`config.mk`:
```
export PLATFORM = sky130hd
export DESIGN_NAME = bit_seq_tx_flat
export DESIGN_NICKNAME = d
export VERILOG_FILES = /design/src/rtl/bit_seq_tx_if.sv /design/src/rtl/bit_seq_tx.sv /design/src/flat_wrapper.sv
export SDC_FILE = /design/constraint.sdc
export NUM_CORES = 1
export LEC_CHECK = 0
export ABC_AREA = 1
export CAP_MARGIN = 10
export CORE_MARGIN = 4
export CORE_UTILIZATION = 45
export CTS_CLUSTER_SIZE = 24
export DETAILED_ROUTE_END_ITERATION = 16
export HOLD_SLACK_MARGIN = 0.02
export PLACE_DENSITY_LB_ADDON = 0.3
export SLEW_MARGIN = 10
export SYNTH_ARGS = -nofsm -noshare
export SYNTH_HDL_FRONTEND = slang
export SYNTH_SLANG_ARGS = --single-unit
```
`constraint.sdc`:
```
create_clock -name clk -period 2 [get_ports clk]
set_clock_uncertainty 0.15 [all_clocks]
set_input_delay 0.2 -clock clk [delete_from_list [all_inputs] [get_ports clk]]
set_output_delay 0.2 -clock clk [all_outputs]
set_load 0.1 [all_outputs]
```
`src/rtl/bit_seq_tx_if.sv`:
```
// bit_seq_tx_if: valid/ready parallel word handshake feeding bit_seq_tx.
interface bit_seq_tx_if #(parameter int WIDTH = 8);
  logic in_valid;
  logic [WIDTH-1:0] in_data;
  logic in_ready;
  modport master (output in_valid, in_data, input in_ready);
  modport slave (input in_valid, in_data, output in_ready);
endinterface

```
`src/rtl/bit_seq_tx.sv`:
```
// bit_seq_tx: MSB-first serial word transmitter with optional inter-word GAP idle cycles;
// define BIT_SEQ_TX_MATCH_CNT_EN to build the saturating 1011 match counter (else match_cnt is 0).
module bit_seq_tx #(
  parameter int WIDTH = 8,
  parameter int GAP = 0,
  parameter int CNT_W = 8
) (
  input  logic clk,
  input  logic rstn,
  bit_seq_tx_if.slave in_if,
  output logic tx_out,
  output logic tx_valid,
  output logic busy,
  output logic [CNT_W-1:0] match_cnt
);
  localparam int BW = $clog2(WIDTH);
  localparam int GW = GAP > 1 ? $clog2(GAP) : 1;
  typedef enum logic [1:0] {S_IDLE, S_SHIFT, S_GAP} state_t;
  state_t state, state_n;
  logic [WIDTH-1:0] sr, sr_n;
  logic [BW-1:0] bcnt, bcnt_n;
  logic [GW-1:0] gcnt, gcnt_n;
  logic tx_out_n, tx_valid_n, last, take;
  assign last = state == S_SHIFT && bcnt == BW'(WIDTH - 1);
  assign in_if.in_ready = state == S_IDLE || (GAP == 0 && last);
  assign take = in_if.in_valid && in_if.in_ready;
  assign busy = state != S_IDLE;
  always_comb begin
    state_n = state;
    sr_n = sr;
    bcnt_n = bcnt;
    gcnt_n = gcnt;
    tx_out_n = tx_out;
    tx_valid_n = tx_valid;
    if (take) begin
      state_n = S_SHIFT;
      sr_n = in_if.in_data << 1;
      tx_out_n = in_if.in_data[WIDTH-1];
      tx_valid_n = 1'b1;
      bcnt_n = '0;
    end else if (last) begin
      // final bit leaves the wire with no follow-on word
      state_n = GAP == 0 ? S_IDLE : S_GAP;
      tx_out_n = 1'b0;
      tx_valid_n = 1'b0;
      gcnt_n = '0;
    end else if (state == S_SHIFT) begin
      tx_out_n = sr[WIDTH-1];
      sr_n = sr << 1;
      bcnt_n = bcnt + 1'b1;
    end else if (state == S_GAP) begin
      gcnt_n = gcnt + 1'b1;
      state_n = gcnt == GW'(GAP - 1) ? S_IDLE : S_GAP;
    end
  end
  always_ff @(posedge clk) begin
    if (!rstn) begin
      state <= S_IDLE;
      sr <= '0;
      bcnt <= '0;
      gcnt <= '0;
      tx_out <= 1'b0;
      tx_valid <= 1'b0;
    end else begin
      state <= state_n;
      sr <= sr_n;
      bcnt <= bcnt_n;
      gcnt <= gcnt_n;
      tx_out <= tx_out_n;
      tx_valid <= tx_valid_n;
    end
  end
`ifdef BIT_SEQ_TX_MATCH_CNT_EN
  logic [2:0] hist;
  always_ff @(posedge clk) begin
    if (!rstn) begin
      hist <= '0;
      match_cnt <= '0;
    end else begin
      hist <= {hist[1:0], tx_out};
      if (tx_valid && {hist, tx_out} == 4'b1011 && match_cnt != '1) match_cnt <= match_cnt + 1'b1;
    end
  end
`else
  assign match_cnt = '0;
`endif
endmodule

```
`src/flat_wrapper.sv`:
```
// flat-port wrapper written by rule: the top's interface ports become plain ports
module bit_seq_tx_flat 
#(
  parameter int WIDTH = 8,
  parameter int GAP = 0,
  parameter int CNT_W = 8
)
  (clk, rstn, tx_out, tx_valid, busy, match_cnt, in_if_in_valid, in_if_in_data, in_if_in_ready);
  bit_seq_tx_if #(.WIDTH(WIDTH)) in_if_i ();
  input  logic clk;
  input  logic rstn;
  output logic tx_out;
  output logic tx_valid;
  output logic busy;
  output logic [CNT_W-1:0] match_cnt;
  input wire logic [$bits(in_if_i.in_valid)-1:0] in_if_in_valid;
  input wire logic [$bits(in_if_i.in_data)-1:0] in_if_in_data;
  output wire logic [$bits(in_if_i.in_ready)-1:0] in_if_in_ready;
  assign in_if_i.in_valid = in_if_in_valid;
  assign in_if_i.in_data = in_if_in_data;
  assign in_if_in_ready = in_if_i.in_ready;
  bit_seq_tx #(.WIDTH(WIDTH), .GAP(GAP), .CNT_W(CNT_W)) u_core (.clk(clk), .rstn(rstn), .in_if(in_if_i), .tx_out(tx_out), .tx_valid(tx_valid), .busy(busy), .match_cnt(match_cnt));
endmodule
```
==> results of run 1 <==
==> final cells by class <==
type / count / area (sq um) / area share (%)
repair buffers: 15 / 162.7 / 16.82
clock buffers: 4 / 26.28 / 2.717
inverters: 10 / 37.54 / 3.881
well taps: 24 / 30.03 / 3.105
flip-flops and latches: 15 / 300.3 / 31.05
multi-input cells: 81 / 410.4 / 42.43
==> synth_stat cells, drive strengths merged <==
library cell  count  area share, %
a21oi            14             10
nor2              5            2.7
conb              1           0.47
dfxtp            15             38
nand2            38             21
o21ai             3            1.9
ha                2            3.1
xnor2             1            1.1
buf              10            9.8
nand4             1           0.78
nand3             7            5.0
nand3b            2            1.9
inv              10            4.7
==> worst max-delay path, stage by stage, from the launching register on <==
cell and delay, ns:
dfxtp_1 0.33, ha_1 0.19, ha_1 0.22, nand2_1 0.14, nand2_4 0.12, buf_12 0.19
==> power by group <==
| group | total [mW] | switching [mW] | internal (mW) |
|---|---|---|---|
| Sequential | 0.328 | 0.0114 | 0.316 |
| Clock | 0.172 | 0.0944 | 0.0774 |
| Combinational | 0.241 | 0.178 | 0.0627 |
==> cell families (layout without fill, tap and decap cells) <==
family,Yosys count,in the layout,synth area share [%]
AO/OA/AOI/OAI,17,17,12.03
buffers and inverters,20,29,14.53
XOR/XNOR,1,1,1.094
AND/OR/NAND/NOR,53,53,31.25
other,1,8,0.4683
flip-flops,15,15,37.50
adder cells (fa/ha/maj),2,2,3.125
==> final timing paths <==
path / slack [ns] / end / start / depth (start not counted)
max reg2reg: 0.31 / u_core.sr[2] / u_core.bcnt[0] / 7
min reg2reg: 0.32 / u_core.sr[1] / u_core.sr[1] / 2
max: 0.18 / in_if_in_ready / u_core.bcnt[0] / 5
min: 0.32 / u_core.sr[1] / u_core.sr[1] / 2
==> sequential cells by signal, summed over array words and instances (netlist names) <==
name / count
u_core.gcnt: 1
u_core.tx_out: 1
u_core.tx_valid: 1
u_core.bcnt: 3
u_core.sr: 7
u_core.state: 2
==> per-stage QoR <==
step / hold slack (ns) / total power [mW]
after floorplan: 0.1706 / 0.5324
after global placement: 0.3035 / 0.5731
after detailed placement: 0.3076 / 0.5763
after CTS: 0.3213 / 0.7457
after global routing: 0.3353 / 0.7777
final: 0.3189 / 0.7401
==> layer usage <==
metal  vias to the layer above  global-route usage (%)
met5                         -                       0
li1                        367                       -
met1                       310                   16.91
met3                         4                   2.663
met2                        17                   20.87
met4                         0                   5.530
==> impl_metrics.ini, run 1 <==
[run_status]
status = completed

[timing]
fmax_mhz = 549.9
setup_slack_ns = 0.1815
finalHoldViolations = 0
layout_min_cycle_time_ns = 1.818
setup_violations = 0
finalCritPeriodShare_pct = 90.92
drv_slew = 0
tns_ns = 0
rsz0062_at_grt = no

[clocking]
postCtsHoldBufs = 0
numClockSinks = 15
clk_path_buf_depth = 2
clk_latency_ns = 0.28
htreeDepth = 1
root_buffer = clkbuf_4
cts_resized = 0
clkTransAtPathRegs_ns = 0.09
cts_setup_buffers = 0
cts_tree = built
cts_buffers = 3

[pwr]
leakage_nw = 0.4259
pwr_density_cell_nw_per_um2 = 765.2
vdd_drop_max_mv = 0.3933

[yosys]
syn_area_per_cell_sq_um = 7.346
synth-seq-area-share_pct = 37.50
syn_area_sq_um = 800.8
synth_warnings = 0
netlist-cell-type-count = 21
syn-instance-count = 109
ys_ff_latch = 15

[final_layout]
drive_above_1_share_pct = 16.80
nNetsFinal = 139
n_fill_cell = 152
antenna_cells = 0
final_cell_area_sq_um = 967.2
finalCoreUtilization_pct = 60.68
instances_no_fill = 149
final_common_cell = nand2_1
area_growth_syn_to_layout_pct = 20.78
mostFrequentLayoutCells = nand2_1, dfxtp_1, a21oi_1, clkdlybuf4s50_1

[grt]
grt_start_max_net_pins = 12
grt_pass1_vias = 582
grt_pass1_wl_um = 2532
grt.total_usage_pct = 13.02
overflow = 0
antenna_found_initial = 0

[floorplanning]
die_height_um = 50.19
io_pins = 23
core.rowCount = 14
coreArea_sq_um = 1594
floorplan.initialDensity_pct = 50.24
fp.dieW_um = 50.19
dieArea_sq_um = 2519

[detailed_routing]
wl_met1_um = 716
wl_per_cell_um = 10.27
vias = 698
firstDrtPassIters = 4
wl_met3_um = 64
drt_iter0_drc = 18
vias_per_cell = 4.685
wl_met2_um = 720
ant_nets = 0
top_layer = met4
drc = 0
wirelength_um = 1530

[setup_path]
critical_path_required_ns = 1.65
start_kind = flop
arrival_ns = 1.47
worst-setup-path-type = flop to output port
cp_max_fo = 9
worst_setup_path_end_kind = output port

[placed_design]
dpl.hpwl_um = 1234
place_area_sq_um = 940.9
pre_cts_ws_ns = 0.3266
gp_congestion = 0.7594
placedCellCount = 145
io_buffers = 14

[worst_hold_path]
hold_class = flop to flop

[run]
maxCapViolCount = 0
Power figures use the tool's default switching activity.
==> inputs of run 2 (changes only) <==
Settings changed: GPL_TIMING_DRIVEN from default to 1.
==> results of run 2 <==
No change in the layout: final DEF, timing and power equal those of run 1.
==> inputs of run 3 (changes only) <==
Settings changed: CORE_MARGIN 4 to 2.
==> run 3 against run 2 <==
  * Final cell count is 0.67% higher
  * First-iteration DRC count is 44% lower
  * Worst hold slack hardly changed
  * Largest cell class unchanged
  * Utilization is 3.9 points lower
  * Die area is 15% lower
  * Combinational power hardly changed
  * Critical path depth stayed put
  * Sequential share of layout area is 0.080 points lower
  * Non-clock buffer count stayed put
  * Flip-flop and latch count stayed put
  * Setup slack worse by 0.010 ns
  * Count of clock-buffer cells in the layout is 1 lower
==> impl_metrics.ini, run 3 (synthesis gave the netlist of run 1 again) <==
[run_status]
status = completed

[pwr]
vdd_drop_max_mv = 0.4816
pwr_density_cell_nw_per_um2 = 760.4
total_power_mw = 0.7373
leakage_nw = 0.4287

[clocking]
postCtsHoldBufs = 0
cts_tree = built
cts_setup_buffers = 0
root_buffer = clkbuf_4
clk_latency_ns = 0.28
clk_path_buf_depth = 2
clkTransAtPathRegs_ns = 0.09
cts_buffers = 3
numClockSinks = 15
cts_resized = 0
htreeDepth = 1

[floorplanning]
coreArea_sq_um = 1708
fp.dieW_um = 46.19
core.rowCount = 15
dieArea_sq_um = 2133
io_pins = 23
die_height_um = 46.19
floorplan.initialDensity_pct = 46.89

[timing]
finalCritPeriodShare_pct = 91.45
setup_violations = 0
fmax_mhz = 546.8
drv_slew = 0
setup_slack_ns = 0.1711
layout_min_cycle_time_ns = 1.829
finalHoldViolations = 0
rsz0062_at_grt = no
tns_ns = 0

[detailed_routing]
wirelength_um = 1424
vias_per_cell = 4.540
wl_per_cell_um = 9.493
firstDrtPassIters = 4
vias = 681
ant_nets = 0
drt_iter0_drc = 10
drc = 0

[grt]
grt_pass1_vias = 608
antenna_found_initial = 0
grt_pass1_wl_um = 2532
grt_start_max_net_pins = 12
grt.total_usage_pct = 16.36
overflow = 0

[final_layout]
nNetsFinal = 139
finalCoreUtilization_pct = 56.78
mostFrequentLayoutCells = nand2_1, dfxtp_1, a21oi_1, clkdlybuf4s50_1
instances_no_fill = 150
drive_above_1_share_pct = 17.60
area_growth_syn_to_layout_pct = 21.09
top_register = u_core.sr
final_common_cell = nand2_1
reg.largest.list = u_core.sr: 7 flops, u_core.bcnt: 3 flops, u_core.state: 2 flops
largest_register_ff_count = 7
antenna_cells = 0

[setup_path]
cp_max_fo = 9
rr_endpoint = u_core.sr[6]
path_cells = ha_1, ha_1, nand2_1, nand2_4, buf_12
crit_top_cell = ha_1
worst-setup-path-type = flop to output port
cpPeakStageDelay_ns = 0.33
arrival_ns = 1.48
reg2reg_depth = 7
slowest_stage = dfxtp_1
start_kind = flop
critical_path_required_ns = 1.65
worst_setup_path_end_kind = output port
r2r_slack_ns = 0.33
regToRegStartpoint = u_core.bcnt[0]

[worst_hold_path]
hold_class = flop to flop
hold_start = u_core.sr[7]
hold_depth = 2
whs_endpoint = u_core.sr[7]

[placed_design]
placedCellCount = 146
gp_congestion = 0.8062
pre_cts_ws_ns = 0.3341
io_buffers = 14
dpl.hpwl_um = 1085

[run]
maxCapViolCount = 0
run 3: cell types whose count changed in the layout (fill, tap and decap cells not counted), sizes merged:
cell    previous run  this run
clkbuf             4         3
clkinv             0         1
run 3: power by group:
part / total [mW] / internal, mW / leakage, nW / switching, mW
Sequential: 0.327 / 0.316 / 0.123 / 0.0110
Combinational: 0.240 / 0.0628 / 0.288 / 0.177
Clock: 0.171 / 0.0743 / 0.0177 / 0.0963
run 3: area by class of cell:
type / count / area [sq um]
tap: 25 / 31.28
sequential: 15 / 300.3
fill: 164 / 738.2
clock inverter: 1 / 5.005
timing repair buffer: 15 / 162.7
inverter: 10 / 37.54
clock buffer: 3 / 22.52
multi-input combinational: 81 / 410.4
run 3: per-stage QoR:
stage,instance area (sq um),hold slack [ns]
floorplan,827.0,0.1706
global placement,942.2,0.3042
detailed placement,942.2,0.3078
CTS,969.7,0.3228
global route,969.7,0.3444
finish,969.7,0.3190
run 3: per-layer routing:
layer | vias up | share of wire (%) | GRT usage (%)
met2 | 19 | 47 | 26.94
li1 | 361 | - | -
met5 | - | 0 | 0
met3 | 5 | 4.1 | 2.353
met1 | 296 | 47 | 20.38
met4 | 0 | 2.0 | 8.571
run 3: worst max path at each step:
| stage | startpoint | endpoint | depth (start not counted) |
|---|---|---|---|
| finish | u_core.bcnt[0] | in_if_in_ready | 5 |
| global route | u_core.bcnt[0] | in_if_in_ready | 5 |
| CTS | u_core.bcnt[0] | in_if_in_ready | 5 |
| detailed placement | u_core.bcnt[0] | u_core.sr[4] | 7 |
| global placement | u_core.bcnt[0] | u_core.sr[4] | 7 |
| floorplan | u_core.state[0] | u_core.tx_out | 7 |
run 3: worst max-delay path, delay by kind of cell, from the launching register on:
family,cells,cell delay [ns]
DFF,1,0.33
and+or+nand+nor,2,0.26
adders and majority gates,2,0.41
buffers and inverters,1,0.19
